--- src/rtl/kypd_pkg.sv ---
// Shared types, constants and helpers for the Pmod KYPD 4x4 keypad scanner.
package kypd_pkg;

  localparam int unsigned NUM_COLS = 4;

  // Scan state: which column is currently strobed low.
  typedef enum logic [1:0] {COL0, COL1, COL2, COL3} scan_state_e;

  // Key map bit index (4*col + row) to the hex legend printed on the keypad.
  localparam logic [3:0] KEY_CODE [16] = '{
    4'h1, 4'h4, 4'h7, 4'h0,
    4'h2, 4'h5, 4'h8, 4'hF,
    4'h3, 4'h6, 4'h9, 4'hE,
    4'hA, 4'hB, 4'hC, 4'hD
  };

  function automatic logic [4:0] popcount16(input logic [15:0] map);
    logic [4:0] cnt;
    cnt = '0;
    for (int i = 0; i < 16; i++) begin
      cnt = cnt + 5'(map[i]);
    end
    return cnt;
  endfunction

  // Index of the lowest set bit; only meaningful when exactly one bit is set.
  function automatic logic [3:0] lowest_index(input logic [15:0] map);
    logic [3:0] idx;
    idx = '0;
    for (int i = 15; i >= 0; i--) begin
      if (map[i]) begin
        idx = 4'(i);
      end
    end
    return idx;
  endfunction

endpackage

--- src/rtl/pmod_keypad_scan_if.sv ---
// Key event valid/ready channel between the scanner and its consumer.
interface pmod_keypad_scan_if;
  logic [3:0] key_code;
  logic       key_valid;
  logic       key_ready;

  modport master (output key_code, output key_valid, input key_ready);
  modport slave  (input key_code, input key_valid, output key_ready);
endinterface

--- src/rtl/kypd_debounce.sv ---
// Frame-level debouncer: the stable key map only changes after the same raw
// frame has been seen DEBOUNCE_FRAMES times in a row.
module kypd_debounce
  import kypd_pkg::*;
#(
  parameter int unsigned DEBOUNCE_FRAMES = 4,
  localparam int unsigned CNT_W = $clog2(DEBOUNCE_FRAMES)
) (
  input  logic             i_clk,
  input  logic             i_rst,
  input  logic [15:0]      i_raw,
  input  logic             i_frame_done,
  output logic [15:0]      o_stable,
  output logic [CNT_W-1:0] o_match_cnt,
  output logic             o_new_press
);

  localparam logic [CNT_W-1:0] LAST_MATCH = CNT_W'(DEBOUNCE_FRAMES - 1);

  logic [15:0]      prev_q;
  logic [15:0]      stable_q;
  logic [CNT_W-1:0] cnt_q, cnt_d;
  logic             new_press_q;
  logic             take_raw;

  // Next match count: saturating run length of identical frames.
  always_comb begin
    cnt_d = cnt_q;
    if (i_frame_done) begin
      if (i_raw == prev_q) begin
        cnt_d = (cnt_q == LAST_MATCH) ? cnt_q : cnt_q + 1'b1;
      end else begin
        cnt_d = '0;
      end
    end
  end

  assign take_raw = i_frame_done && (cnt_d == LAST_MATCH);

  // Frame history, stable map and the single-key press strobe.
  always_ff @(posedge i_clk or posedge i_rst) begin
    if (i_rst) begin
      prev_q      <= '0;
      stable_q    <= '0;
      cnt_q       <= '0;
      new_press_q <= 1'b0;
    end else begin
      cnt_q       <= cnt_d;
      new_press_q <= take_raw && (stable_q == '0) && (popcount16(i_raw) == 5'd1);
      if (i_frame_done) begin
        prev_q <= i_raw;
      end
      if (take_raw) begin
        stable_q <= i_raw;
      end
    end
  end

  assign o_stable    = stable_q;
  assign o_match_cnt = cnt_q;
  assign o_new_press = new_press_q;

endmodule

--- src/rtl/pmod_keypad_scan.sv ---
// Pmod KYPD scanner: strobes columns low one at a time, samples the rows,
// debounces whole frames and emits single-key press events on a valid/ready
// channel.
module pmod_keypad_scan
  import kypd_pkg::*;
#(
  parameter int unsigned SCAN_DIV        = 50000,
  parameter int unsigned DEBOUNCE_FRAMES = 4
) (
  input  logic                      i_clk,
  input  logic                      i_rst,
  output logic [NUM_COLS-1:0]       o_col,
  input  logic [3:0]                i_row,
  pmod_keypad_scan_if.master        kbd,
  output logic                      o_pressed,
  output logic                      o_multi,
  output logic                      o_overrun,
  input  logic                      i_clr_overrun
);

  localparam int unsigned DIV_W = $clog2(SCAN_DIV);
  localparam int unsigned CNT_W = $clog2(DEBOUNCE_FRAMES);
  localparam logic [DIV_W-1:0] DIV_LAST = DIV_W'(SCAN_DIV - 1);
  localparam logic [CNT_W-1:0] CNT_LAST = CNT_W'(DEBOUNCE_FRAMES - 1);

  scan_state_e        state_q;
  logic [DIV_W-1:0]   div_q;
  logic [3:0]         col_q;
  logic [3:0]         row_s1_q, row_s2_q;
  logic [15:0]        raw_q;
  logic               frame_done_q;

  logic [15:0]        stable;
  logic [CNT_W-1:0]   match_cnt;
  logic               new_press;
  logic               press_evt;

  logic [3:0]         key_code_q;
  logic               key_valid_q;
  logic               pressed_q, multi_q, overrun_q;
  logic [4:0]         stable_pop;

  // Two-flop synchronizer; idle (pulled-up) rows read as all ones.
  always_ff @(posedge i_clk or posedge i_rst) begin
    if (i_rst) begin
      row_s1_q <= 4'hF;
      row_s2_q <= 4'hF;
    end else begin
      row_s1_q <= i_row;
      row_s2_q <= row_s1_q;
    end
  end

  // Column scan FSM: drive one column per SCAN_DIV cycles, sample on the last.
  always_ff @(posedge i_clk or posedge i_rst) begin
    if (i_rst) begin
      state_q      <= COL0;
      div_q        <= '0;
      col_q        <= 4'hF;
      raw_q        <= '0;
      frame_done_q <= 1'b0;
    end else begin
      frame_done_q <= 1'b0;
      col_q        <= ~(4'b0001 << state_q);
      if (div_q == DIV_LAST) begin
        div_q <= '0;
        unique case (state_q)
          COL0: begin
            raw_q[3:0] <= ~row_s2_q;
            state_q    <= COL1;
          end
          COL1: begin
            raw_q[7:4] <= ~row_s2_q;
            state_q    <= COL2;
          end
          COL2: begin
            raw_q[11:8] <= ~row_s2_q;
            state_q     <= COL3;
          end
          COL3: begin
            raw_q[15:12] <= ~row_s2_q;
            state_q      <= COL0;
            frame_done_q <= 1'b1;
          end
          default: state_q <= COL0;
        endcase
      end else begin
        div_q <= div_q + 1'b1;
      end
    end
  end

  kypd_debounce #(
    .DEBOUNCE_FRAMES(DEBOUNCE_FRAMES)
  ) u_debounce (
    .i_clk       (i_clk),
    .i_rst       (i_rst),
    .i_raw       (raw_q),
    .i_frame_done(frame_done_q),
    .o_stable    (stable),
    .o_match_cnt (match_cnt),
    .o_new_press (new_press)
  );

  // The press strobe is only raised on a saturated run; the extra term guards it.
  assign press_evt  = new_press && (match_cnt == CNT_LAST);
  assign stable_pop = popcount16(stable);

  // Registered key-count flags derived from the stable map.
  always_ff @(posedge i_clk or posedge i_rst) begin
    if (i_rst) begin
      pressed_q <= 1'b0;
      multi_q   <= 1'b0;
    end else begin
      pressed_q <= (stable_pop == 5'd1);
      multi_q   <= (stable_pop >= 5'd2);
    end
  end

  // Event register: hold until accepted; a blocked new event raises overrun.
  always_ff @(posedge i_clk or posedge i_rst) begin
    if (i_rst) begin
      key_code_q  <= '0;
      key_valid_q <= 1'b0;
      overrun_q   <= 1'b0;
    end else begin
      if (press_evt && key_valid_q && !kbd.key_ready) begin
        overrun_q <= 1'b1;
      end else if (i_clr_overrun) begin
        overrun_q <= 1'b0;
      end
      if (press_evt && !(key_valid_q && !kbd.key_ready)) begin
        key_code_q  <= KEY_CODE[lowest_index(stable)];
        key_valid_q <= 1'b1;
      end else if (key_valid_q && kbd.key_ready) begin
        key_valid_q <= 1'b0;
      end
    end
  end

  assign o_col         = col_q;
  assign kbd.key_code  = key_code_q;
  assign kbd.key_valid = key_valid_q;
  assign o_pressed     = pressed_q;
  assign o_multi       = multi_q;
  assign o_overrun     = overrun_q;

endmodule

--- src/flat_wrapper.sv ---
// flat-port wrapper written by rule: the top's interface ports become plain ports
module pmod_keypad_scan_flat import kypd_pkg::*;
#(
  parameter int unsigned SCAN_DIV        = 50000,
  parameter int unsigned DEBOUNCE_FRAMES = 4
)
  (i_clk, i_rst, o_col, i_row, o_pressed, o_multi, o_overrun, i_clr_overrun, kbd_key_code, kbd_key_valid, kbd_key_ready);
  pmod_keypad_scan_if kbd_i ();
  input  logic i_clk;
  input  logic i_rst;
  output logic [NUM_COLS-1:0] o_col;
  input  logic [3:0] i_row;
  output logic o_pressed;
  output logic o_multi;
  output logic o_overrun;
  input  logic i_clr_overrun;
  output wire logic [$bits(kbd_i.key_code)-1:0] kbd_key_code;
  output wire logic [$bits(kbd_i.key_valid)-1:0] kbd_key_valid;
  input wire logic [$bits(kbd_i.key_ready)-1:0] kbd_key_ready;
  assign kbd_key_code = kbd_i.key_code;
  assign kbd_key_valid = kbd_i.key_valid;
  assign kbd_i.key_ready = kbd_key_ready;
  pmod_keypad_scan #(.SCAN_DIV(SCAN_DIV), .DEBOUNCE_FRAMES(DEBOUNCE_FRAMES)) u_core (.i_clk(i_clk), .i_rst(i_rst), .o_col(o_col), .i_row(i_row), .kbd(kbd_i), .o_pressed(o_pressed), .o_multi(o_multi), .o_overrun(o_overrun), .i_clr_overrun(i_clr_overrun));
endmodule
--- config.mk ---
export PLATFORM = sky130hd
export DESIGN_NAME = pmod_keypad_scan_flat
export DESIGN_NICKNAME = d
export VERILOG_FILES = /design/src/rtl/kypd_pkg.sv /design/src/rtl/pmod_keypad_scan_if.sv /design/src/rtl/kypd_debounce.sv /design/src/rtl/pmod_keypad_scan.sv /design/src/flat_wrapper.sv
export SDC_FILE = /design/constraint.sdc
export NUM_CORES = 1
export LEC_CHECK = 0
export ABC_AREA = 1
export BUFFER_PORTS_ARGS = -buffer_cell sky130_fd_sc_hd__buf_4
export CORE_UTILIZATION = 25
export CTS_CLUSTER_SIZE = 28
export DETAILED_ROUTE_END_ITERATION = 16
export HOLD_SLACK_MARGIN = 0.08
export SETUP_SLACK_MARGIN = 0.4
export SYNTH_ARGS = -nofsm -noshare
export SYNTH_HDL_FRONTEND = slang
export SYNTH_HIERARCHICAL = 1
export SYNTH_SLANG_ARGS = --single-unit
--- constraint.sdc ---
create_clock -name i_clk -period 4.3 [get_ports i_clk]
set_input_delay 0.43 -clock i_clk [delete_from_list [all_inputs] [get_ports i_clk]]
set_output_delay 0.43 -clock i_clk [all_outputs]
set_load 0.05 [all_outputs]
# After elaboration in Yosys (flattened, before gate mapping)
# Memory sizes are Yosys's and may differ from the RTL's. A register that Yosys moved wholly into a read port is not among the register bits.
# Cells that the tools add are included.
[op_classes]
shifts = 1
bitwise = 3
eq_ne = 9
mux = 28
reduce_logical = 19
magnitude_cmp = 1
addsub = 32
[ops]
columns = ["op", "n"]
rows = [
  ["$add 5x1->5", 25],
  ["$mux 4", 17],
  ["$add 16x1->16 const B", 1],
  ["$eq 16x16->1", 1],
  ["$eq 16x16->1 const B", 1],
  ["$logic_not 16->1", 1],
  ["$mux 16", 1],
  ["$eq 5x1->1 const B", 2],
  ["$logic_and 1x1->1", 9],
  ["$eq 2x2->1 const B", 4],
  ["$not 4->4", 2],
  ["$pmux 2 s4", 1],
  ["$reduce_and 2->1", 4],
  ["$mux 1", 6],
  ["$mux 2", 3],
  ["$add 4x1->5", 1],
  ["$ge 5x2->1 const B", 1],
  ["$not 4->5", 1],
  ["$add 1x1->2", 2],
  ["$add 3x1->4", 1],
  ["$reduce_bool 2->1", 2],
  ["$shl 1x2->4 const A", 1],
  ["$add 2x1->3", 1],
  ["$add 2x1->2 const B", 1],
  ["3 further kinds", 4],
]
[word_totals]
romBits = 64
word_cells = 112
out_inout_bits = 12
register_bits = 86
memories = 1
inputBits = 8
[memory_table]
columns = ["name", "words", "word_bits", "read_ports", "rd_clocked_by_memory_dff", "write_ports", "line_no", "source"]
rows = [
  ["(name not given)", 16, 4, 1, 1, 0, "pmod_keypad_scan.sv:133", "key_code_q <= KEY_CODE[lowest_index(stable)];"],
]

# Logic depth before layout (Yosys ltp)
# Gate-level depths: netlist (run 1).
[depth]
word_depth = 18
ltp_mapped = 22
ltp_nobuf = 22

# Cells and area by module
# Netlist (run 1), hierarchy kept.
[by_module_without_submodules]
columns = ["mod", "seq_area_each_um2", "instances", "area_per_inst_um2", "cells_per_inst"]
rows = [
  ["pmod_keypad_scan", 1391.3, 1, 2778.9, 304],
  ["kypd_debounce", 875.8, 1, 2228.4, 287],
]

# Worst setup path after synthesis (run 1)
# OpenSTA, ideal clock, no wires.
[synth_timing]
kind = "reg-to-reg"
start = "register u_core.raw_q[5]"
end = "register u_core.u_debounce.new_press_q (netlist: u_core/u_debounce/o_new_press)"
t_arrival_ns = 3.737
slack_ns = 0.494
setup_ns = 0.069
required_ns = 4.231
path_stages_with_launch = 16
period_less_slack_ns = 3.806
path_buffers = 0
cell_sequence = "dfrtp_1 > inv_1 > fa_1 > inv_1 > fa_1 > fa_1 > inv_1 > fa_1 > inv_1 > ha_1 > fa_1 > nor4b_1 > nand2_1 > nor2_1 > nand3_1 > nor2_2"
[synth_via]
elab_chain_cells = 13
word_cells_on_any_way = 19
cone_classes = "add/sub (11); eq/ne (3); mux (2); reduce/logical (3)"
[synth_lines]
columns = ["item", "line_no", "source"]
rows = [
  ["start, declared", "pmod_keypad_scan.sv:30", "logic [15:0] raw_q;"],
  ["start signal, assigned", "pmod_keypad_scan.sv:73", "raw_q[7:4] <= ~row_s2_q;"],
  ["$add 5x1->5 (11 in series)", "kypd_pkg.sv:21", "cnt = cnt + 5'(map[i]);"],
  ["$eq 5x1->1", "kypd_debounce.sv:49", "new_press_q <= take_raw && (stable_q == '0) && (popcount16(i_raw) == 5'd1);"],
  ["$logic_and 1x1->1 (*)", "kypd_debounce.sv:49", ""],
  ["end signal, assigned", "kypd_debounce.sv:49", ""],
  ["end, declared", "kypd_debounce.sv:23", "logic new_press_q;"],
]
# Every way passes the cells marked *; elsewhere a longest branch is shown, timed or not.
# A chain may end at the register's enable or synchronous reset.

# Final worst setup path (run 1)
[layout_timing]
start = "register u_core.raw_q[11]"
end = "register u_core.u_debounce.new_press_q (netlist: u_core/u_debounce/o_new_press)"
[layout_via]
elab_chain_cells = 7
word_cells_on_any_way = 13
cone_classes = "add/sub (5); eq/ne (3); mux (2); reduce/logical (3)"
[layout_lines]
columns = ["item", "line_no", "source"]
rows = [
  ["start signal, assigned", "pmod_keypad_scan.sv:77", "raw_q[11:8] <= ~row_s2_q;"],
  ["$add 5x1->5 or $eq 16x16->1 (tied branches)", "kypd_pkg.sv:21, kypd_debounce.sv:30", ""],
  ["$add 5x1->5 or $mux 2 (tied branches)", "kypd_pkg.sv:21, kypd_debounce.sv:30", ""],
  ["$add 5x1->5 or $mux 2 (tied branches)", "kypd_pkg.sv:21, kypd_debounce.sv:29", ""],
  ["$add 5x1->5 or $eq 2x2->1 (tied branches)", "kypd_pkg.sv:21, kypd_debounce.sv:38", ""],
  ["$add 5x1->5 or $logic_and 1x1->1 (tied branches)", "kypd_pkg.sv:21, kypd_debounce.sv:38", ""],
  ["$eq 5x1->1 or $logic_and 1x1->1 (tied branches)", "kypd_debounce.sv:49", ""],
  ["$logic_and 1x1->1 (*)", "kypd_debounce.sv:49", ""],
]
# Marks and branches as above.

==> results by group, run 1 <==
Global route
  • First-pass GRT wire length: 17400 microns
  • Vias in the first global route: 3486
  • Total track usage: 0.110
  • Global route overflow: 0
  • Largest net degree at the start of global routing: 56
  • Initial antenna violation count: 0

Final layout
  • Cell area after layout: 5840 sq um
  • Commonest non-fill, non-tap cell in the layout: nand2_1
  • Synthesis-to-layout area growth: 16.7%
  • Share of cells above drive strength 1: 0.153
  • Fin nets: 668
  • Number of inserted diodes: 0
  • Most frequent cells in the layout: 167 x nand2_1, 104 x inv_1, 73 x dfrtp_1, 37 x o21ai_0, 35 x nor2_1
  • Finished Core Util: 0.299

Drt
  • Avg WL per Cell: 11.5 microns
  • Vias post-DR: 3692
  • DRC violations left: 0
  • Initial DRC Count: 178
  • DR pass1 iterations: 4
  • Post-DR vias/cell: 4.14
  • Post-DRT Antenna Nets: 0
  • WL final: 10300 microns

Placement
  • Placed cell areas: 5450 sq um
  • DP Wirelength: 7370 microns
  • PortBufs: 19
  • Gpl congestion: 0.781

Worst setup path
  • Critical path type: flop to flop
  • Crit path DAT: 4.11 ns
  • Critical path endpoint category: flop
  • WP data required: 4.57 ns
  • Critical path peak fanout: 2
  • Worst Setup Start Kind: flop

Die
  • DIE HEIGHT: 144 microns
  • Initial Utilization: 0.256
  • Core area: 19500 sq um
  • Die ar.: 20600 sq um
  • Horiz. Die Dim: 144 microns
  • Std cell rows: 51
  • I/O pin count: 20

Run
  • MaxCap Viol Count: 0

Clocking
  • H-tree Lvls: 3
  • Root Driver: clkbuf_16
  • Clk slew on worst S/H paths: 0.07 ns
  • CTS tree: done
  • Bufs on Longest Clock Path: 2
  • Clk Latency, worst-skew pair: 0.35 ns
  • Clock sink count: 90
  • CTS buffer count: 9

Status
  • Status: finished clean

Yosys
  • Cells after Synth: 591
  • Synth Register Bits: 90
  • Top cell type's share of synthesized area: 0.390
  • Post-Syn Nets: 637
  • Register area share after synthesis: 0.453
  • Top area cells in the synthesized netlist: dfrtp_1 39%, nand2_1 13%, fa_1 8.0%
  • Synth Area per Inst: 8.47 sq um
  • Yosys Warn Count: 6
  • Cell taking the most area after synthesis: dfrtp_1
  • Cell variety after synth: 37
  • Post-Syn Area: 5010 sq um

Pwr
  • Worst vdd ir: 0.191 mV
  • Cell Pwr Density: 290 nW/um^2
  • Leak: 2.92 nW
  • Power Total: 1.69 mW

Timing
  • WHS: 0.179 ns
  • Final Cycle Share: 0.892
  • Setup total negative slack: 0 ns
  • Slew headroom: 0.470
  • Peak Freq: 261 MHz
  • Fin. max-slew vios: 0
  • Tmin final: 3.84 ns
  • RSZ-0062 raised after global routing: true
  • Least-Margin Pin Slew: 0.795 ns
  • Skew final: 0.00959 ns
  • Final Hold Vio Count: 0
  • Final setup viols: 0

Worst hold path
  • Hold WC Path Type: primary input to flop
==> cells in the mapped netlist, drive strengths merged <==
master   number
a211o         1
o21a          1
xnor2         4
dfrtp        78
nand3        14
ha           18
fa           20
a211oi        2
o22ai         1
nor2         43
nor4          8
nor4b         1
a21boi        1
dfstp        12
xor2          8
clkbuf        3
a21oi        11
inv         113
nand4        24
a2111oi       1
o21ai        39
o221a         1
nand2       173
nor3          6
a31oi         2
buf           6
==> layout make-up <==
class | instances | area [sq um]
Clock inverter | 6 | 67.6
Multi-Input combinational cell | 379 | 2290
Clock buffer | 10 | 239
Tap cell | 265 | 332
Timing Repair Buffer | 29 | 218
Fill cell | 2138 | 13700
Sequential cell | 90 | 2270
Inverter | 113 | 424
==> routing by layer <==
layer	GRT usage	routed length (microns)	part of all wire
met4	0.0336	124	0.012
met5	0	0	0
met3	0.0250	356	0.035
met1	0.150	5180	0.50
met2	0.172	4610	0.45
==> registers in the layout, summed over array words and instances (netlist names) <==
name,flops
u_core/kbd.key_valid,1
u_core/row_s2_q,4
u_core/state_q,2
u_core/div_q,16
u_core/row_s1_q,4
u_core/u_debounce/o_match_cnt,2
u_core/o_multi,1
u_core/o_overrun,1
u_core/o_col,4
u_core/raw_q,16
u_core/u_debounce/o_new_press,1
u_core/o_pressed,1
u_core/frame_done_q,1
u_core/kbd.key_code,4
u_core/u_debounce/prev_q,16
u_core/u_debounce/o_stable,16
==> worst max-delay path, stage by stage (launching register included) <==
cell and delay [ns]:
dfrtp_2 0.42, fa_1 0.53, inv_1 0.05, fa_1 0.49, inv_2 0.04, fa_1 0.47
inv_1 0.05, fa_1 0.48, inv_1 0.05, ha_2 0.18, fa_1 0.46, nor4b_2 0.22
nand2_1 0.07, nor2_1 0.10, nand3_1 0.09, nor2_2 0.09
==> power by group <==
part | switching (mW) | total (mW) | internal, mW
logic | 0.0217 | 0.0287 | 0.00704
clock network | 0.378 | 0.807 | 0.428
registers | 0.00387 | 0.858 | 0.854
total | 0.404 | 1.69 | 1.29
==> worst paths after layout <==
check | startpoint | slack, ns | cells past startpoint | end
min in group asynchronous | i_rst | 0.20 | 3 | u_core/u_debounce/prev_q[15]
hold / removal | i_row[3] | 0.18 | 1 | u_core/row_s1_q[3]
hold reg to reg | u_core/row_s1_q[2] | 0.36 | 0 | u_core/row_s2_q[2]
setup / recovery | u_core/raw_q[11] | 0.46 | 15 | u_core/u_debounce/o_new_press
setup reg to reg | u_core/raw_q[11] | 0.46 | 15 | u_core/u_debounce/o_new_press
max in group asynchronous | i_rst | 3.50 | 3 | u_core/raw_q[15]
==> timing repair <==
item                       CTS  global route
pin swaps                    1             0
resized for setup            5             8
setup buffers                6             1
setup endpoints to repair    1             3
hold buffers                 0             0
==> kinds of logic (layout without fill, tap and decap cells) <==
group,Yosys count,after routing,synth area share
and+or+nand+nor,269,269,0.240
AOI/OAI and AO/OA,60,60,0.0655
adders and majority gates,38,38,0.125
DFF,90,90,0.453
buffers and inverters,122,158,0.0957
xor gates and xnor gates,12,12,0.0210
==> metrics by stage <==
step | instances | setup WS (ns)
2_1_floorplan | 591 | 0.494
3_3_place_gp | 869 | 0.399
3_5_place_dp | 869 | 0.266
4_1_cts | 891 | 0.430
5_1_grt | 892 | 0.210
6_report | 892 | 0.463
Power figures use the tool's default switching activity.
==> inputs of run 2 (changes only) <==
--- a/config.mk
+++ b/config.mk
@@ -7,6 +7,7 @@
 export LEC_CHECK = 0
 export ABC_AREA = 1
 export BUFFER_PORTS_ARGS = -buffer_cell sky130_fd_sc_hd__buf_4
+export CORE_MARGIN = 2
 export CORE_UTILIZATION = 25
 export CTS_CLUSTER_SIZE = 28
 export DETAILED_ROUTE_END_ITERATION = 16
==> results by group, run 2 (synthesized netlist as in run 1, its figures left out) <==
Status
  • Status: finished clean

Timing
  • Peak Freq: 253 MHz
  • Final setup viols: 0
  • Fin. max-slew vios: 0
  • Skew final: 0.00852 ns
  • Slew headroom: 0.387
  • Least-Margin Pin Slew: 0.920 ns
  • Tmin final: 3.96 ns
  • Setup total negative slack: 0 ns
  • Setup ws final: 0.341 ns
  • RSZ-0062 raised after global routing: true
  • Final Hold Vio Count: 0
  • Final Cycle Share: 0.921

Worst setup path
  • Critical Path Most Common Cell: fa_1
  • CP delay by family, top: adder cells
  • Slowest cell on the critical path: fa_1
  • Crit path DAT: 4.23 ns
  • Bufs and invs on worst path: 4
  • Max incr delay on CP: 0.53 ns
  • Worst Setup Start Kind: flop
  • Critical path type: flop to flop
  • Critical path endpoint category: flop
  • Crit path cell chain: fa_1 > inv_1 > fa_1 > inv_2 > fa_1 > inv_1 > fa_1 > inv_2 > ha_4 > fa_1 > nor4b_2 > nand2_1 > nor2_2 > nand3_1 > nor2_2
  • WP data required: 4.58 ns
  • Critical path peak fanout: 2

Clocking
  • Clk Latency, worst-skew pair: 0.34 ns
  • Clock sink count: 90
  • Clk slew on worst S/H paths: 0.07 ns
  • CTS buffer count: 9
  • H-tree Lvls: 3
  • Bufs on Longest Clock Path: 2
  • Root Driver: clkbuf_16
  • CTS tree: done

Die
  • I/O pin count: 20
  • DIE HEIGHT: 146 microns
  • Std cell rows: 51
  • Horiz. Die Dim: 146 microns
  • Die ar.: 21200 sq um
  • Core area: 19600 sq um
  • Initial Utilization: 0.256

Pwr
  • Combinational power share: 0.017
  • Clk pwr share: 0.480
  • Part of the power in registers: 0.503
  • Pint: 1.33 mW
  • Worst vdd ir: 0.171 mV
  • Switching power: 373 uW
  • Power Total: 1.71 mW
  • Switching fraction of total power: 0.219
  • Cell Pwr Density: 289 nW/um^2
  • Leak: 2.94 nW

Drt
  • DR pass1 iterations: 4
  • DRC violations left: 0
  • Post-DRT Antenna Nets: 0
  • Met2 WL: 4750 microns
  • WL final: 10300 microns
  • Post-DR vias/cell: 4.12
  • Met3 wire length: 269 microns
  • Met1 WL: 5140 microns
  • Top Metal Used: met4
  • Initial DRC Count: 205
  • Avg WL per Cell: 11.5 microns
  • Vias post-DR: 3692

Global route
  • Largest net degree at the start of global routing: 36
  • Total track usage: 0.104
  • Vias in the first global route: 3698
  • First-pass GRT wire length: 18100 microns
  • Global route overflow: 0
  • Initial antenna violation count: 0

Final layout
  • Synthesis-to-layout area growth: 17.7%
  • # fillers: 2068
  • Fin nets: 672
  • Finished Core Util: 0.301
  • Number of inserted diodes: 0
  • Commonest non-fill, non-tap cell in the layout: nand2_1
  • Share of cells above drive strength 1: 0.160
  • Most frequent cells in the layout: 167 x nand2_1, 103 x inv_1, 72 x dfrtp_1, 37 x o21ai_0, 34 x nor2_1

Placement
  • Gpl congestion: 0.763
  • DP Wirelength: 7480 microns
  • PortBufs: 19
  • Worst slack, placed: 0.303 ns

Run
  • MaxCap Viol Count: 0

Worst hold path
  • Hold WC Path Type: primary input to flop
-- run 2: power groups by stage --
stage,clock (mW),combinational [mW],sequential (mW)
floorplan,0,0.0132,0.875
global placement,0,0.0314,0.874
global route,0.883,0.0340,0.858
finish,0.819,0.0292,0.858
CTS,0.850,0.0312,0.858
detailed placement,0,0.0313,0.874
-- run 2: repair_timing --
item / CTS / global route
pin swaps: 2 / 9
buffers inserted: 6 / 5
resized for setup: 5 / 11
hold buffers: 0 / 0
setup endpoints to repair: 1 / 3
-- run 2: area by class of cell --
cell class              instances  area [sq um]  share of cell area
repair buffers                 33           248              0.0420
well taps                     265           332              0.0563
clock buffers                  12           279              0.0473
inverters                     113           424              0.0720
clock inverters                 4          36.3             0.00616
flip-flops and latches         90          2270               0.386
multi-input cells             379          2300               0.390
-- run 2: worst paths after layout --
path	from	end	slack, ns	cells past startpoint
min	i_row[1]	u_core/row_s1_q[1]	0.19	1
max	u_core/raw_q[11]	u_core/u_debounce/o_new_press	0.34	15
min in group asynchronous	i_rst	u_core/u_debounce/prev_q[3]	0.21	3
min reg2reg	u_core/row_s1_q[2]	u_core/row_s2_q[2]	0.36	0
max in group asynchronous	i_rst	u_core/row_s1_q[0]	3.23	3
max reg2reg	u_core/raw_q[11]	u_core/u_debounce/o_new_press	0.34	15
-- run 2: metal layers --
layer | up-vias | track usage
met5 | - | 0
met1 | 1721 | 0.143
met2 | 39 | 0.167
li1 | 1920 | -
met4 | 0 | 0.0284
met3 | 12 | 0.0226
-- run 2: through the flow --
| stage | hold slack (ns) | std cells | area, sq um |
|---|---|---|---|
| after global placement | 0.347 | 869 | 5450 |
| after floorplan | 0.345 | 591 | 5010 |
| after detailed placement | 0.347 | 869 | 5450 |
| after global routing | 0.172 | 896 | 5890 |
| final | 0.191 | 896 | 5890 |
| after CTS | 0.176 | 891 | 5820 |
